==> src/rtl/sfx_pkg.sv <==
// Shared types and helpers for the sound-effect arbiter: event codes (which
// double as priorities), FSM states and counter-sizing helpers.
package sfx_pkg;

  localparam int unsigned NumEvents = 4;

  // Event codes; a numerically larger code has strictly higher priority.
  typedef enum logic [1:0] {
    EvWall = 2'd0,
    EvHit  = 2'd1,
    EvGoal = 2'd2,
    EvWin  = 2'd3
  } sfx_event_e;

  typedef enum logic [1:0] {
    StIdle = 2'd0,
    StPlay = 2'd1,
    StGap  = 2'd2
  } sfx_state_e;

  localparam sfx_event_e PrioLowest  = EvWall;
  localparam sfx_event_e PrioHighest = EvWin;

  // Highest-priority set bit of a request vector indexed by event code.
  // Returns PrioLowest when nothing is set; callers gate on |reqs.
  function automatic sfx_event_e sfx_highest(input logic [NumEvents-1:0] reqs);
    sfx_event_e ev;
    ev = PrioLowest;
    for (int i = 0; i < NumEvents; i++) begin
      if (reqs[i]) ev = sfx_event_e'(2'(i));
    end
    return ev;
  endfunction

  function automatic int unsigned sfx_max2(input int unsigned a, input int unsigned b);
    return (a > b) ? a : b;
  endfunction

  // Bits needed to hold max_val-1 (counters are loaded with value-1); never zero.
  function automatic int unsigned sfx_cnt_width(input int unsigned max_val);
    return (max_val > 1) ? $clog2(max_val) : 1;
  endfunction

endpackage

==> src/rtl/tone_div.sv <==
// Loadable half-period down-counter plus toggle flop producing the square wave.
// Load restarts the wave low; run counts/toggles; neither parks everything at 0.
module tone_div #(
  parameter int unsigned W = 16
) (
  input  logic         clk,
  input  logic         rst,
  input  logic         i_load,
  input  logic         i_run,
  input  logic [W-1:0] i_half_m1,
  output logic         o_tone
);

  logic [W-1:0] r_cnt;
  logic         r_tone;

  // Half-period counter and output toggle flop.
  always_ff @(posedge clk or posedge rst) begin
    if (rst) begin
      r_cnt  <= '0;
      r_tone <= 1'b0;
    end else if (i_load) begin
      r_cnt  <= i_half_m1;
      r_tone <= 1'b0;
    end else if (i_run) begin
      if (r_cnt == '0) begin
        r_tone <= ~r_tone;
        r_cnt  <= i_half_m1;
      end else begin
        r_cnt <= r_cnt - 1'b1;
      end
    end else begin
      r_cnt  <= '0;
      r_tone <= 1'b0;
    end
  end

  assign o_tone = r_tone;

endmodule

==> src/rtl/sfx_arbiter.sv <==
// Priority arbiter for game sound effects: picks the highest-priority event,
// plays its tone for a fixed duration, then holds a silent gap.
// Optional feature: define SFX_PENDING_EN to remember blocked requests and
// replay the highest one after the gap; otherwise blocked requests are dropped.
module sfx_arbiter
  import sfx_pkg::*;
#(
  parameter int unsigned HALF_HIT  = 25000,
  parameter int unsigned HALF_WALL = 50000,
  parameter int unsigned HALF_GOAL = 12500,
  parameter int unsigned HALF_WIN  = 6250,
  parameter int unsigned DUR_SHORT = 2500000,
  parameter int unsigned DUR_LONG  = 7500000,
  parameter int unsigned GAP       = 250000
) (
  input  logic       clk,
  input  logic       rst,
  input  logic       hit,
  input  logic       wall,
  input  logic       goal,
  input  logic       win,
  input  logic       enable,
  output logic       speaker,
  output logic       busy,
  output logic [1:0] cur_event
);

  localparam int unsigned HalfW = sfx_cnt_width(
      sfx_max2(sfx_max2(HALF_HIT, HALF_WALL), sfx_max2(HALF_GOAL, HALF_WIN)));
  localparam int unsigned DurW = sfx_cnt_width(sfx_max2(sfx_max2(DUR_SHORT, DUR_LONG), GAP));

  localparam logic [HalfW-1:0] HalfHitM1  = HalfW'(HALF_HIT - 1);
  localparam logic [HalfW-1:0] HalfWallM1 = HalfW'(HALF_WALL - 1);
  localparam logic [HalfW-1:0] HalfGoalM1 = HalfW'(HALF_GOAL - 1);
  localparam logic [HalfW-1:0] HalfWinM1  = HalfW'(HALF_WIN - 1);
  localparam logic [DurW-1:0]  DurShortM1 = DurW'(DUR_SHORT - 1);
  localparam logic [DurW-1:0]  DurLongM1  = DurW'(DUR_LONG - 1);
  localparam logic [DurW-1:0]  GapM1      = DurW'(GAP - 1);

  sfx_state_e            r_state, w_state_d;
  sfx_event_e            r_event, w_event_d;
  logic [DurW-1:0]       r_dur, w_dur_d;
  logic                  r_win_q, r_win_arm;
  logic [NumEvents-1:0]  w_req, w_pend, w_cand;
  sfx_event_e            w_req_top, w_cand_top;
  logic                  w_win_req, w_start, w_load, w_run;
  logic [HalfW-1:0]      w_half_m1;

  // r_win_arm stays low after reset until win is seen low, so a win level held
  // across reset release is not mistaken for a fresh rising edge.
  assign w_win_req = win & ~r_win_q & r_win_arm;
  assign w_req     = {w_win_req, goal, hit, wall} & {NumEvents{enable}};
  assign w_cand    = w_req | w_pend;
  assign w_req_top  = sfx_highest(w_req);
  assign w_cand_top = sfx_highest(w_cand);

  // Win edge detector and post-reset arming.
  always_ff @(posedge clk or posedge rst) begin
    if (rst) begin
      r_win_q   <= 1'b0;
      r_win_arm <= 1'b0;
    end else begin
      r_win_q <= win;
      if (!win) r_win_arm <= 1'b1;
    end
  end

`ifdef SFX_PENDING_EN
  logic [NumEvents-1:0] r_pend, w_pend_d, w_served;

  assign w_served = w_start ? (4'b0001 << w_event_d) : '0;

  // Every request not served this cycle (plus what was already waiting) stays pending.
  always_comb begin
    w_pend_d = r_pend;
    if (!enable) w_pend_d = '0;
    else         w_pend_d = (r_pend | w_req) & ~w_served;
  end

  // Pending request bits, one per event code.
  always_ff @(posedge clk or posedge rst) begin
    if (rst) r_pend <= '0;
    else     r_pend <= w_pend_d;
  end

  assign w_pend = r_pend;
`else
  assign w_pend = '0;
`endif

  // State, current event and shared duration/gap counter.
  always_ff @(posedge clk or posedge rst) begin
    if (rst) begin
      r_state <= StIdle;
      r_event <= EvWall;
      r_dur   <= '0;
    end else begin
      r_state <= w_state_d;
      r_event <= w_event_d;
      r_dur   <= w_dur_d;
    end
  end

  // Next-state: start, preempt, count down tone and gap.
  always_comb begin
    w_state_d = r_state;
    w_event_d = r_event;
    w_dur_d   = r_dur;
    w_start   = 1'b0;
    if (!enable) begin
      w_state_d = StIdle;
      w_dur_d   = '0;
    end else begin
      case (r_state)
        StIdle: begin
          if (|w_cand) begin
            w_start   = 1'b1;
            w_event_d = w_cand_top;
          end
        end
        StPlay: begin
          if (|w_req && (w_req_top > r_event)) begin
            w_start   = 1'b1;
            w_event_d = w_req_top;
          end else if (r_dur == '0) begin
            w_state_d = StGap;
            w_dur_d   = GapM1;
          end else begin
            w_dur_d = r_dur - 1'b1;
          end
        end
        StGap: begin
          if (|w_req && (w_req_top > r_event)) begin
            w_start   = 1'b1;
            w_event_d = w_req_top;
          end else if (r_dur == '0) begin
            w_state_d = StIdle;
            w_dur_d   = '0;
          end else begin
            w_dur_d = r_dur - 1'b1;
          end
        end
        default: begin
          w_state_d = StIdle;
          w_dur_d   = '0;
        end
      endcase
      if (w_start) begin
        w_state_d = StPlay;
        w_dur_d   = ((w_event_d == EvGoal) || (w_event_d == EvWin)) ? DurLongM1 : DurShortM1;
      end
    end
  end

  // Outputs and tone-generator controls; half-period follows the event being played.
  always_comb begin
    busy   = (r_state != StIdle);
    w_load = w_start;
    w_run  = (w_state_d == StPlay) && !w_start;
    case (w_event_d)
      EvWall:  w_half_m1 = HalfWallM1;
      EvHit:   w_half_m1 = HalfHitM1;
      EvGoal:  w_half_m1 = HalfGoalM1;
      default: w_half_m1 = HalfWinM1;
    endcase
  end

  assign cur_event = r_event;

  tone_div #(
    .W (HalfW)
  ) u_tone_div (
    .clk       (clk),
    .rst       (rst),
    .i_load    (w_load),
    .i_run     (w_run),
    .i_half_m1 (w_half_m1),
    .o_tone    (speaker)
  );

endmodule

==> config.mk <==
export PLATFORM = sky130hd
export DESIGN_NAME = sfx_arbiter
export DESIGN_NICKNAME = d
export VERILOG_FILES = /design/src/rtl/sfx_pkg.sv /design/src/rtl/tone_div.sv /design/src/rtl/sfx_arbiter.sv
export SDC_FILE = /design/constraint.sdc
export NUM_CORES = 1
export LEC_CHECK = 0
export ABC_AREA = 1
export CORE_UTILIZATION = 33
export DETAILED_ROUTE_END_ITERATION = 8
export DONT_BUFFER_PORTS = 1
export HOLD_SLACK_MARGIN = 0.03
export SETUP_SLACK_MARGIN = 0.3
export SYNTH_ARGS = -nofsm -noshare
export SYNTH_HDL_FRONTEND = slang
export SYNTH_SLANG_ARGS = --single-unit
==> constraint.sdc <==
create_clock -name clk -period 2.6 [get_ports clk]
set_input_delay 0.78 -clock clk [delete_from_list [all_inputs] [get_ports clk]]
set_output_delay 0.78 -clock clk [all_outputs]
set_load 0.01 [all_outputs]
==> reports/summary.txt <==
Required @ worst endpoint - 2.81 ns
DRT iter0 DRCs - 193
met3 WL post-DR - 271 µm
post-route setup slack - 0.00759 ns
reg2reg path depth - 21
reg-to-reg startpoint - r_win_q$_DFF_PP0_
final hold viol count - 0
Worst Setup Start Kind - input pin
syn_nets - 525
setup slack, reg-to-reg - 0.03 ns
sequential share of the synthesized area - 0.340
CTS Buf Count - 5
Leak - 2.30 nW
Die ar. - 0.0107 mm²
CP dominant cell by count - nand2_4
crit path kind - in -> reg
Avg Inst Size Synth - 6.73 µm²
RSZ-0062 raised after global routing - true
Final Total Pwr - 0.00526 W
Top Family by Delay on Critical Path - simple AND/OR/NAND/NOR gates
H-tree depth - 2
Critical Path Start - win
Final Slew Violations - 0
CTS Root Cell - clkbuf_8
WP data arrival - 2.81 ns
Crit-path slowest cell - ha_4
Clk Latency, worst-skew pair - 0.31 ns
wire per inst - 12.9 µm
Least-Margin Pin Slew - 0.515 ns
Max Used Layer - met4
maximum VDD drop - 0.510 mV
sequence of cells on the critical path - nand2_4 > inv_2 > nand2_4 > nand2_4 > ha_4 > nand2_2 > a21boi_4 > nand2_4 > nand2_1 > nand3_1 > nand3_2 > and2_4 > inv_4 > ha_4 > inv_2 > nand2_4 > buf_4 > o21ai_2 > inv_1 > nand2_1 > nand2_1
status - finished, final reports clean
final clock skew - 0.0137 ns
largest net degree at the start of global routing - 20
Via density - 4.75
initial antenna violation count - 0
vias in the first global route - 3289
gpl congestion - 0.901
DRT Pass-1 Iters - 6
DRT met1 WL - 4040 µm
WP depth - 21
total of max-cap violations - 0
core area - 0.00986 mm²
Power Density - 1200 mW/mm²
Yosys cell types - 34
first-pass GRT wire length - 15000 µm
CTS tree - yes
layout cell share with drive strength beyond 1 - 0.258
DR WL met2 - 4450 µm
floorplan die height - 103 µm
Worst setup EP type - register
Hold Buf Count CTS - 0
post-DP HPWL - 6220 µm
DR vias - 3266
synth-to-layout area growth - 29.6%
grt ovf - 0
Clock Sinks - 46
Core Rows - 36
post-layout min period - 2.59 ns
CTS clock-pin slew for the worst setup and hold paths - 0.10 ns
Slew headroom - 0.656
Worst Setup EP - u_tone_div.r_cnt[15]$_DFF_PP0_
critical path fanouts, max - 5
I/O Buffers - 0
crit-path max cell delay - 0.25 ns
Yosys reg bits - 46
gr usage total - 0.178
I/O Pins - 11
Cells after Synth - 504
part of the cycle the worst path needs - 0.997
Post-Syn Area - 0.00339 mm²
buffers and inverters on the worst path - 5
fmax - 386 MHz
final antenna-violating net count - 0
Initial Util - 0.344
worst hold path class - in -> async
number of remaining DRC errors - 0
nets - 574
Bufs on Longest Clock Path - 2
number of antenna diodes - 0
Ys Warns - 0
Total Wirelength - 8880 µm
Die Wd - 103 µm
Final Setup Violations - 0
r2r endpoint - u_tone_div.r_cnt[15]$_DFF_PP0_
Setup WS pre-CTS - -0.385 ns
[worst min path at each step]
stage / from / to / depth (start not counted)
finish: rst / r_dur[19]$_DFFE_PP0P_ / 1
global route: rst / r_dur[19]$_DFFE_PP0P_ / 1
CTS: rst / r_dur[19]$_DFFE_PP0P_ / 1
detailed placement: r_win_arm$_DFFE_PP0N_ / r_win_arm$_DFFE_PP0N_ / 2
global placement: r_win_arm$_DFFE_PP0N_ / r_win_arm$_DFFE_PP0N_ / 2
floorplan: r_win_arm$_DFFE_PP0N_ / r_win_arm$_DFFE_PP0N_ / 2
[sequential cells by signal, indices dropped and copies added (netlist names)]
name	count
u_tone_div.r_cnt	16
cur_event	2
r_win_arm	1
r_dur	23
u_tone_div.o_tone	1
r_state	2
r_win_q	1
[cell usage after synthesis (all sizes together)]
cell | count | area share
o22ai | 1 | 0.0018
nand4 | 8 | 0.015
nand3 | 30 | 0.050
a22oi | 4 | 0.0089
buf | 5 | 0.011
a21oi | 16 | 0.027
nor3 | 6 | 0.012
and2 | 1 | 0.0018
nor2 | 81 | 0.097
inv | 72 | 0.080
ha | 14 | 0.052
xor2 | 19 | 0.049
nand3b | 1 | 0.0033
and3 | 2 | 0.0037
a31oi | 1 | 0.0018
nand2 | 155 | 0.17
dfrtp | 46 | 0.34
a21boi | 1 | 0.0022
or2 | 4 | 0.0074
clkbuf | 1 | 0.0011
xnor2 | 5 | 0.013
o21ai | 26 | 0.038
nor4 | 5 | 0.0092
[routing by layer]
| metal | vias to the layer above | track usage |
|---|---|---|
| met5 | - | 0 |
| met4 | 0 | 0.0607 |
| met3 | 11 | 0.0242 |
| met2 | 60 | 0.311 |
| met1 | 1523 | 0.225 |
| li1 | 1672 | - |
[cells in the final DEF (no fill, tap or decap), drive strengths merged]
| cell | instances |
|---|---|
| o22ai | 1 |
| o21ai | 26 |
| nor2 | 81 |
| dfrtp | 46 |
| and3 | 2 |
| and2 | 1 |
| or2 | 4 |
| nand3 | 30 |
| nor3 | 6 |
| a22oi | 4 |
| buf | 47 |
| a21oi | 16 |
| nand4 | 8 |
| bufinv | 1 |
| a21boi | 1 |
| clkinv | 1 |
| xnor2 | 5 |
| nand2 | 155 |
| nor4 | 5 |
| nand3b | 1 |
| inv | 71 |
| ha | 14 |
| a31oi | 1 |
| xor2 | 19 |
| clkbuf | 8 |
[cell families after synthesis]
group,after synthesis,share of synthesized area
adder cells (fa/ha/maj),14,0.0517
XOR/XNOR,24,0.0620
flip-flops,46,0.340
buffers and inverters,78,0.0923
AND/OR/NAND/NOR,293,0.374
AO/OA/AOI/OAI,49,0.0801
[power breakdown]
part           switching, W  internal, W
sequential         0.000264     0.000971
combinational       0.00202      0.00146
clock              0.000261     0.000288
[final cells by class]
cell class                 count  area [µm²]
timing repair buffer          48         434
sequential                    46        1150
clock buffer                   7        76.3
inverter                      72         290
fill                         995        5470
multi-input combinational    380        2240
tap                          133         166
clock inverter                 1        30.0
[worst reg2reg max path, stage by stage (launching register included)]
cell and delay (ns):
dfrtp_1 0.41, inv_1 0.08, nand2_2 0.06, nor2_4 0.08, nor2_2 0.05, ha_1 0.28, nand2_2 0.07, a21boi_4 0.22
nand2_4 0.09, nand2_1 0.07, nand3_1 0.09, nand3_2 0.09, and2_4 0.18, inv_4 0.05, ha_4 0.17, inv_2 0.07
nand2_4 0.07, buf_4 0.17, o21ai_2 0.04, inv_1 0.05, nand2_1 0.06, nand2_1 0.04
[through the flow]
step	setup TNS (ns)	utilization	area [µm²]	hold WS, ns	instances
3_3_place_gp	-3.59	0.386	3810	0.481	659
3_5_place_dp	-5.98	0.386	3810	0.498	659
5_1_grt	-0.486	0.445	4390	0.279	687
2_1_floorplan	-3.24	-	3460	0.455	504
6_report	0	0.445	4390	0.270	687
4_1_cts	0	0.420	4150	0.274	681
[what timing repair did]
action | CTS | global route
setup buffers | 13 | 6
pin swaps | 15 | 9
cloned | 1 | 0
resized for setup | 27 | 64
setup endpoints to repair | 29 | 41
No activity file was read; power rests on OpenSTA's default activity.
